### config.mk
export PLATFORM = sky130hd
export DESIGN_NAME = gerador_paridade_tx_flat
export DESIGN_NICKNAME = d
export VERILOG_FILES = /design/src/rtl/gerador_paridade_tx_pkg.sv /design/src/rtl/gerador_paridade_tx_if.sv /design/src/rtl/gerador_paridade_tx_calc_paridade.sv /design/src/rtl/gerador_paridade_tx.sv /design/src/flat_wrapper.sv
export SDC_FILE = /design/constraint.sdc
export NUM_CORES = 1
export LEC_CHECK = 0
export BUFFER_PORTS_ARGS = -buffer_cell sky130_fd_sc_hd__buf_2
export CORE_AREA = 4 4 54 56
export CTS_CLUSTER_SIZE = 20
export DETAILED_ROUTE_END_ITERATION = 10
export DIE_AREA = 0 0 58 60
export GPL_TIMING_DRIVEN = 0
export PLACE_DENSITY = 0.63
export SETUP_SLACK_MARGIN = 0.05
export SLEW_MARGIN = 20
export SYNTH_ARGS = -nofsm -noshare
export SYNTH_HDL_FRONTEND = slang
export SYNTH_SLANG_ARGS = --single-unit
### constraint.sdc
create_clock -name clk -period 1.7 [get_ports clk]
set_clock_uncertainty 0.1 [all_clocks]
set_input_delay 0.17 -clock clk [delete_from_list [all_inputs] [get_ports clk]]
set_output_delay 0.17 -clock clk [all_outputs]
set_load 0.01 [all_outputs]
### src/rtl/gerador_paridade_tx_pkg.sv
// Shared definitions for the 5-bit + parity word link (transmitter and verifier).
package gerador_paridade_tx_pkg;

    localparam int unsigned BITS_QUADRO = 8;
    localparam int unsigned BITS_DADOS  = 5;

    typedef enum logic [2:0] {
        OCIOSO   = 3'd0,
        INICIO   = 3'd1,
        DADOS    = 3'd2,
        PARIDADE = 3'd3,
        PARADA   = 3'd4
    } estado_t;

endpackage

### src/rtl/gerador_paridade_tx_if.sv
// Word/handshake and serial-line bundle between a word source and the transmitter.
interface gerador_paridade_tx_if;

    logic envia;
    logic b1;
    logic b2;
    logic b3;
    logic b4;
    logic b5;
    logic pronto;
    logic tx;
    logic bp;
    logic fim;

    modport master (
        output envia, b1, b2, b3, b4, b5,
        input  pronto, tx, bp, fim
    );

    modport slave (
        input  envia, b1, b2, b3, b4, b5,
        output pronto, tx, bp, fim
    );

endinterface

### src/rtl/gerador_paridade_tx_calc_paridade.sv
// Combinational parity of a data word; shared by transmit and verify paths.
module calc_paridade
    import gerador_paridade_tx_pkg::*;
#(
    parameter int unsigned PARIDADE_IMPAR = 0
) (
    input  logic [BITS_DADOS-1:0] dados_i,
    output logic                  paridade_o
);

    // XOR reduction, inverted for odd parity
    always_comb begin
        paridade_o = (^dados_i) ^ 1'(PARIDADE_IMPAR);
    end

endmodule

### src/rtl/gerador_paridade_tx.sv
// Serial transmitter: start bit, b1..b5, parity, stop bit, each held CICLOS_POR_BIT clocks.
module gerador_paridade_tx
    import gerador_paridade_tx_pkg::*;
#(
    parameter int unsigned CICLOS_POR_BIT = 4,
    parameter int unsigned PARIDADE_IMPAR = 0
) (
    input  logic                 clk,
    input  logic                 rst,
    gerador_paridade_tx_if.slave bus
);

    localparam int unsigned    CW      = $clog2(CICLOS_POR_BIT + 1);
    localparam logic [CW-1:0]  ULTIMO  = CW'(CICLOS_POR_BIT - 1);
    localparam logic [2:0]     BIT_MAX = 3'(BITS_DADOS - 1);

    estado_t               state_q, state_d;
    logic [CW-1:0]         cnt_ciclo_q, cnt_ciclo_d;
    logic [2:0]            cnt_bit_q, cnt_bit_d;
    logic [BITS_DADOS-1:0] shift_q, shift_d;
    logic                  bp_q, bp_d;
    logic                  tx_q, tx_d;
    logic                  fim_q, fim_d;

    logic [BITS_DADOS-1:0] dados_c;
    logic                  par_c;
    logic                  fim_bit_c;

    // b1 sits at the LSB so the shift register emits it first
    assign dados_c = {bus.b5, bus.b4, bus.b3, bus.b2, bus.b1};

    calc_paridade #(
        .PARIDADE_IMPAR (PARIDADE_IMPAR)
    ) u_calc_paridade (
        .dados_i    (dados_c),
        .paridade_o (par_c)
    );

    // State, counters, shift register and registered outputs
    always_ff @(posedge clk) begin
        if (rst) begin
            state_q     <= OCIOSO;
            cnt_ciclo_q <= '0;
            cnt_bit_q   <= '0;
            shift_q     <= '0;
            bp_q        <= 1'b0;
            tx_q        <= 1'b1;
            fim_q       <= 1'b0;
        end else begin
            state_q     <= state_d;
            cnt_ciclo_q <= cnt_ciclo_d;
            cnt_bit_q   <= cnt_bit_d;
            shift_q     <= shift_d;
            bp_q        <= bp_d;
            tx_q        <= tx_d;
            fim_q       <= fim_d;
        end
    end

    // Next-state and output decode; tx/fim are derived from the next state so
    // they line up with the state they describe
    always_comb begin
        state_d     = state_q;
        cnt_ciclo_d = cnt_ciclo_q;
        cnt_bit_d   = cnt_bit_q;
        shift_d     = shift_q;
        bp_d        = bp_q;
        tx_d        = 1'b1;
        fim_d       = 1'b0;
        fim_bit_c   = (cnt_ciclo_q == ULTIMO);

        case (state_q)
            OCIOSO: begin
                if (bus.envia) begin
                    state_d     = INICIO;
                    cnt_ciclo_d = '0;
                    cnt_bit_d   = '0;
                    shift_d     = dados_c;
                    bp_d        = par_c;
                end
            end
            INICIO: begin
                if (fim_bit_c) begin
                    cnt_ciclo_d = '0;
                    state_d     = DADOS;
                end else begin
                    cnt_ciclo_d = cnt_ciclo_q + CW'(1);
                end
            end
            DADOS: begin
                if (fim_bit_c) begin
                    cnt_ciclo_d = '0;
                    shift_d     = shift_q >> 1;
                    if (cnt_bit_q == BIT_MAX) begin
                        cnt_bit_d = '0;
                        state_d   = PARIDADE;
                    end else begin
                        cnt_bit_d = cnt_bit_q + 3'd1;
                    end
                end else begin
                    cnt_ciclo_d = cnt_ciclo_q + CW'(1);
                end
            end
            PARIDADE: begin
                if (fim_bit_c) begin
                    cnt_ciclo_d = '0;
                    state_d     = PARADA;
                end else begin
                    cnt_ciclo_d = cnt_ciclo_q + CW'(1);
                end
            end
            PARADA: begin
                if (fim_bit_c) begin
                    cnt_ciclo_d = '0;
                    state_d     = OCIOSO;
                end else begin
                    cnt_ciclo_d = cnt_ciclo_q + CW'(1);
                end
            end
            default: begin
                state_d     = OCIOSO;
                cnt_ciclo_d = '0;
                cnt_bit_d   = '0;
            end
        endcase

        case (state_d)
            INICIO:   tx_d = 1'b0;
            DADOS:    tx_d = shift_d[0];
            PARIDADE: tx_d = bp_d;
            default:  tx_d = 1'b1;
        endcase

        fim_d = (state_d == PARADA) && (cnt_ciclo_d == ULTIMO);
    end

    assign bus.pronto = (state_q == OCIOSO);
    assign bus.tx     = tx_q;
    assign bus.bp     = bp_q;
    assign bus.fim    = fim_q;

endmodule
### src/flat_wrapper.sv
// flat-port wrapper written by rule: the top's interface ports become plain ports
module gerador_paridade_tx_flat import gerador_paridade_tx_pkg::*;
#(
    parameter int unsigned CICLOS_POR_BIT = 4,
    parameter int unsigned PARIDADE_IMPAR = 0
)
  (clk, rst, bus_envia, bus_b1, bus_b2, bus_b3, bus_b4, bus_b5, bus_pronto, bus_tx, bus_bp, bus_fim);
  gerador_paridade_tx_if bus_i ();
  input  logic clk;
  input  logic rst;
  input wire logic [$bits(bus_i.envia)-1:0] bus_envia;
  input wire logic [$bits(bus_i.b1)-1:0] bus_b1;
  input wire logic [$bits(bus_i.b2)-1:0] bus_b2;
  input wire logic [$bits(bus_i.b3)-1:0] bus_b3;
  input wire logic [$bits(bus_i.b4)-1:0] bus_b4;
  input wire logic [$bits(bus_i.b5)-1:0] bus_b5;
  output wire logic [$bits(bus_i.pronto)-1:0] bus_pronto;
  output wire logic [$bits(bus_i.tx)-1:0] bus_tx;
  output wire logic [$bits(bus_i.bp)-1:0] bus_bp;
  output wire logic [$bits(bus_i.fim)-1:0] bus_fim;
  assign bus_i.envia = bus_envia;
  assign bus_i.b1 = bus_b1;
  assign bus_i.b2 = bus_b2;
  assign bus_i.b3 = bus_b3;
  assign bus_i.b4 = bus_b4;
  assign bus_i.b5 = bus_b5;
  assign bus_pronto = bus_i.pronto;
  assign bus_tx = bus_i.tx;
  assign bus_bp = bus_i.bp;
  assign bus_fim = bus_i.fim;
  gerador_paridade_tx #(.CICLOS_POR_BIT(CICLOS_POR_BIT), .PARIDADE_IMPAR(PARIDADE_IMPAR)) u_core (.clk(clk), .rst(rst), .bus(bus_i));
endmodule
==> flow_summary_export.csv <==
group,metric,value,unit
outcome,run_status,"completed",
yosys,number_of_enable_flip_flop_cells_after_synthesis,0,
global_routing,grt.overflow.total,0,
yosys,synthMostInstantiatedCell,"dfxtp_1",
critical_path,worst_setup_sp_type,"flop",
drt,postRouteWirelength,1860,µm
cells_and_area,postLayoutCellArea,1100,µm²
floorplan,die_area,3480,µm²
placed_design,hpwl,1350,µm
clock_tree,cts_made_buffers,3,
yosys,warning_count_from_the_yosys_run,0,
yosys,postSynth.asyncResetShare,0,%
timing,final_period_minus_worst_setup_slack,1630,ps
yosys,avgSynthCellArea,8.73,µm²
clock_tree,cts-htree-levels,1,
clock_tree,clk_latency,290,ps
timing,setup_tns,0,ps
yosys,ys_top_cells_by_count,"dfxtp_1, nor2_1, nand2_1",
floorplan,coreArea,2430,µm²
drt,initialDrtViolationCount,10,
timing,worst_pin_slew,462,ps
timing,finalHoldViolCount,0,
critical_path,biggest_cell_delay_along_the_critical_path,380,ps
yosys,mappedNetlistArea,900,µm²
flow_run,drv.max_cap_violation_count,0,
timing,slew_violations,0,
critical_path,critPathRequiredTime,1770,ps
clock_tree,cts.sink_count,17,
global_routing,pin_count_of_the_biggest_net_entering_global_routing,11,
drt,post-route-drc-count,0,
critical_path,cp_max_fo,5,
floorplan,floorplan.initialDensity,37.0,%
cells_and_area,fill_cells,252,
yosys,synth_fp_nets,114,
clock_tree,clockBufferDepth,2,
cells_and_area,utilization,45.2,%
yosys,synthFlopType,"dfxtp_1",
floorplan,die_w,58,µm
min_path,worst_min_delay_path_class,"primary input to flop",
drt,viasPerCell,5.14,
critical_path,worstPathCellList,"ha_4 -> nand2b_4 -> a22o_2 -> or3_1 -> o32ai_1 -> nand3_1",
global_routing,first_global_vias,747,
drt,via_count,781,
drt,drt.antenna.violating_nets,0,
yosys,number_of_distinct_library_cells_after_synthesis,37,
critical_path,timing_worst_setup_path_type,"flop to flop",
placed_design,placement.io_buffers,11,
yosys,synth_top_family_by_area,"simple AND/OR/NAND/NOR gates",
timing,finalSetupViolCount,0,
cells_and_area,finish.net_count,134,
timing,max_clock_freq,612,MHz
critical_path,cp.buffers_inverters,0,
critical_path,crit_family,"simple AND/OR/NAND/NOR gates",
clock_tree,cts_root_buf,"clkbuf_4",
cells_and_area,area_growth,22.3,%
floorplan,floorplan.rows,18,
clock_tree,cts_tree,"done",
yosys,ys_top_cells_by_area,"dfxtp_1, nor2_1, a22oi_1",
placed_design,postPlaceCellArea,1010,µm²
floorplan,chipHeight,60,µm
yosys,synthXorXnorAreaFrac,5.84,%
yosys,synth_cells,103,
drt,route.detailed.wl_per_inst,12.2,µm
floorplan,io-pin-count,12,
critical_path,crit_slowest_cell,"dfxtp_4",
yosys,post_synth_mux_area_share,2.23,%
clock_tree,cts_hold_buf,0,
yosys,post_synth_simple_gate_area,26.3,%
global_routing,grt_first_pass_wirelength,3150,µm
critical_path,critical_path.endpoint_type,"flop",
cells_and_area,layout-drive-gt1-share,30.3,%
yosys,synth_adder_area_share,4.17,%
yosys,compound_gate_fraction_of_synth_area,17.9,%
drt,drt_first_pass_iters,4,
placed_design,place.gp.congestion,0.833,
yosys,post_synthesis_register_bit_count,17,
power_and_ir_drop,vdd.ir_drop.worst,0.465,mV
power_and_ir_drop,fin_total_pwr,779,µW
power_and_ir_drop,cellPowerDensity,708,nW/µm²
global_routing,antenna_found_initial,0,
yosys,yosys.area.top_type_share,37.8,%
timing,final_period_util,96.0,%
yosys,largest_area_contributor_in_the_netlist,"dfxtp_1",
power_and_ir_drop,lkg_pwr,0.433,nW
timing,rsz0062_at_grt,"true",
clock_tree,clkSlewWorstSetupHoldPaths,100,ps
critical_path,cp_data_arrival_time,1710,ps
global_routing,grt_usage,11.8,%
timing,timing.slew.headroom,69.1,%
cells_and_area,diodes,0,
yosys,yosysSeqAreaShare,37.8,%
[power by group]
| group | leakage, nW | switching, mW | internal (mW) |
|---|---|---|---|
| Sequential | 0.141 | 0.0108 | 0.416 |
| Combinational | 0.278 | 0.0696 | 0.0668 |
| Clock | 0.0150 | 0.125 | 0.0912 |
[repair_timing]
item | CTS | global route
gates cloned | 0 | 1
setup buffers | 2 | 1
resized for setup | 6 | 3
setup endpoints to repair | 5 | 3
pin swaps | 1 | 2
[stage by stage]
stage	hold WS (ps)	instances	worst slack (ps)
floorplan	139	103	47.5
global placement	331	144	-162
detailed placement	329	144	-145
CTS	12.6	150	43.4
global route	33.0	152	-33.8
finish	23.6	152	67.3
[path summary, 6_finish.rpt]
check,slack [ps],start,endpoint,cells past startpoint
min reg2reg,370,u_core.shift_q[3],u_core.shift_q[3],2
max reg2reg,70,u_core.cnt_ciclo_q[0],u_core.bus.tx,6
min,20,rst,u_core.state_q[0],2
max,70,u_core.cnt_ciclo_q[0],u_core.bus.tx,6
[cell families after synthesis]
family / count (synthesis)
adder cells (fa/ha/maj): 3
XOR/XNOR: 6
flip-flops: 17
buffers and inverters: 9
multiplexers: 2
AO/OA/AOI/OAI: 23
AND/OR/NAND/NOR: 43
[final cells by class]
type	count	area (µm²)	area share, %
multi-input combinational	77	554	50.4
sequential	17	348	31.6
timing repair buffer	15	82.6	7.51
tap	30	37.5	3.41
buffer	3	28.8	2.62
clock buffer	4	26.3	2.39
inverter	6	22.5	2.05
[per-layer routing]
layer | track usage [%] | vias to the layer above | share of wire, %
met5 | 0 | - | 0
li1 | - | 401 | -
met1 | 14.9 | 361 | 47
met3 | 2.81 | 2 | 5.5
met4 | 6.62 | 0 | 0.86
met2 | 18.4 | 17 | 47
[cell usage in the layout, fill, tap and decap left out, types with 2 or more instances in the layout]
cell	synthesis	final
dfxtp_1	17	13
clkbuf_4	0	3
mux2i_1	2	2
clkbuf_1	1	2
a31oi_1	2	2
nor3_2	1	2
nor3_1	3	2
inv_1	6	6
nand2_1	8	8
buf_4	0	3
buf_2	0	12
a22oi_1	6	6
nor2_1	16	15
ha_1	3	2
a21oi_1	7	7
xnor2_1	5	5
dfxtp_2	0	3
[flip-flops by register name (all words and copies together) (netlist names)]
name,count
u_core.bus.tx,1
u_core.bus.bp,1
u_core.state_q,3
u_core.bus.fim,1
u_core.cnt_bit_q,3
u_core.cnt_ciclo_q,3
u_core.shift_q,5
Power figures use the tool's default switching activity.
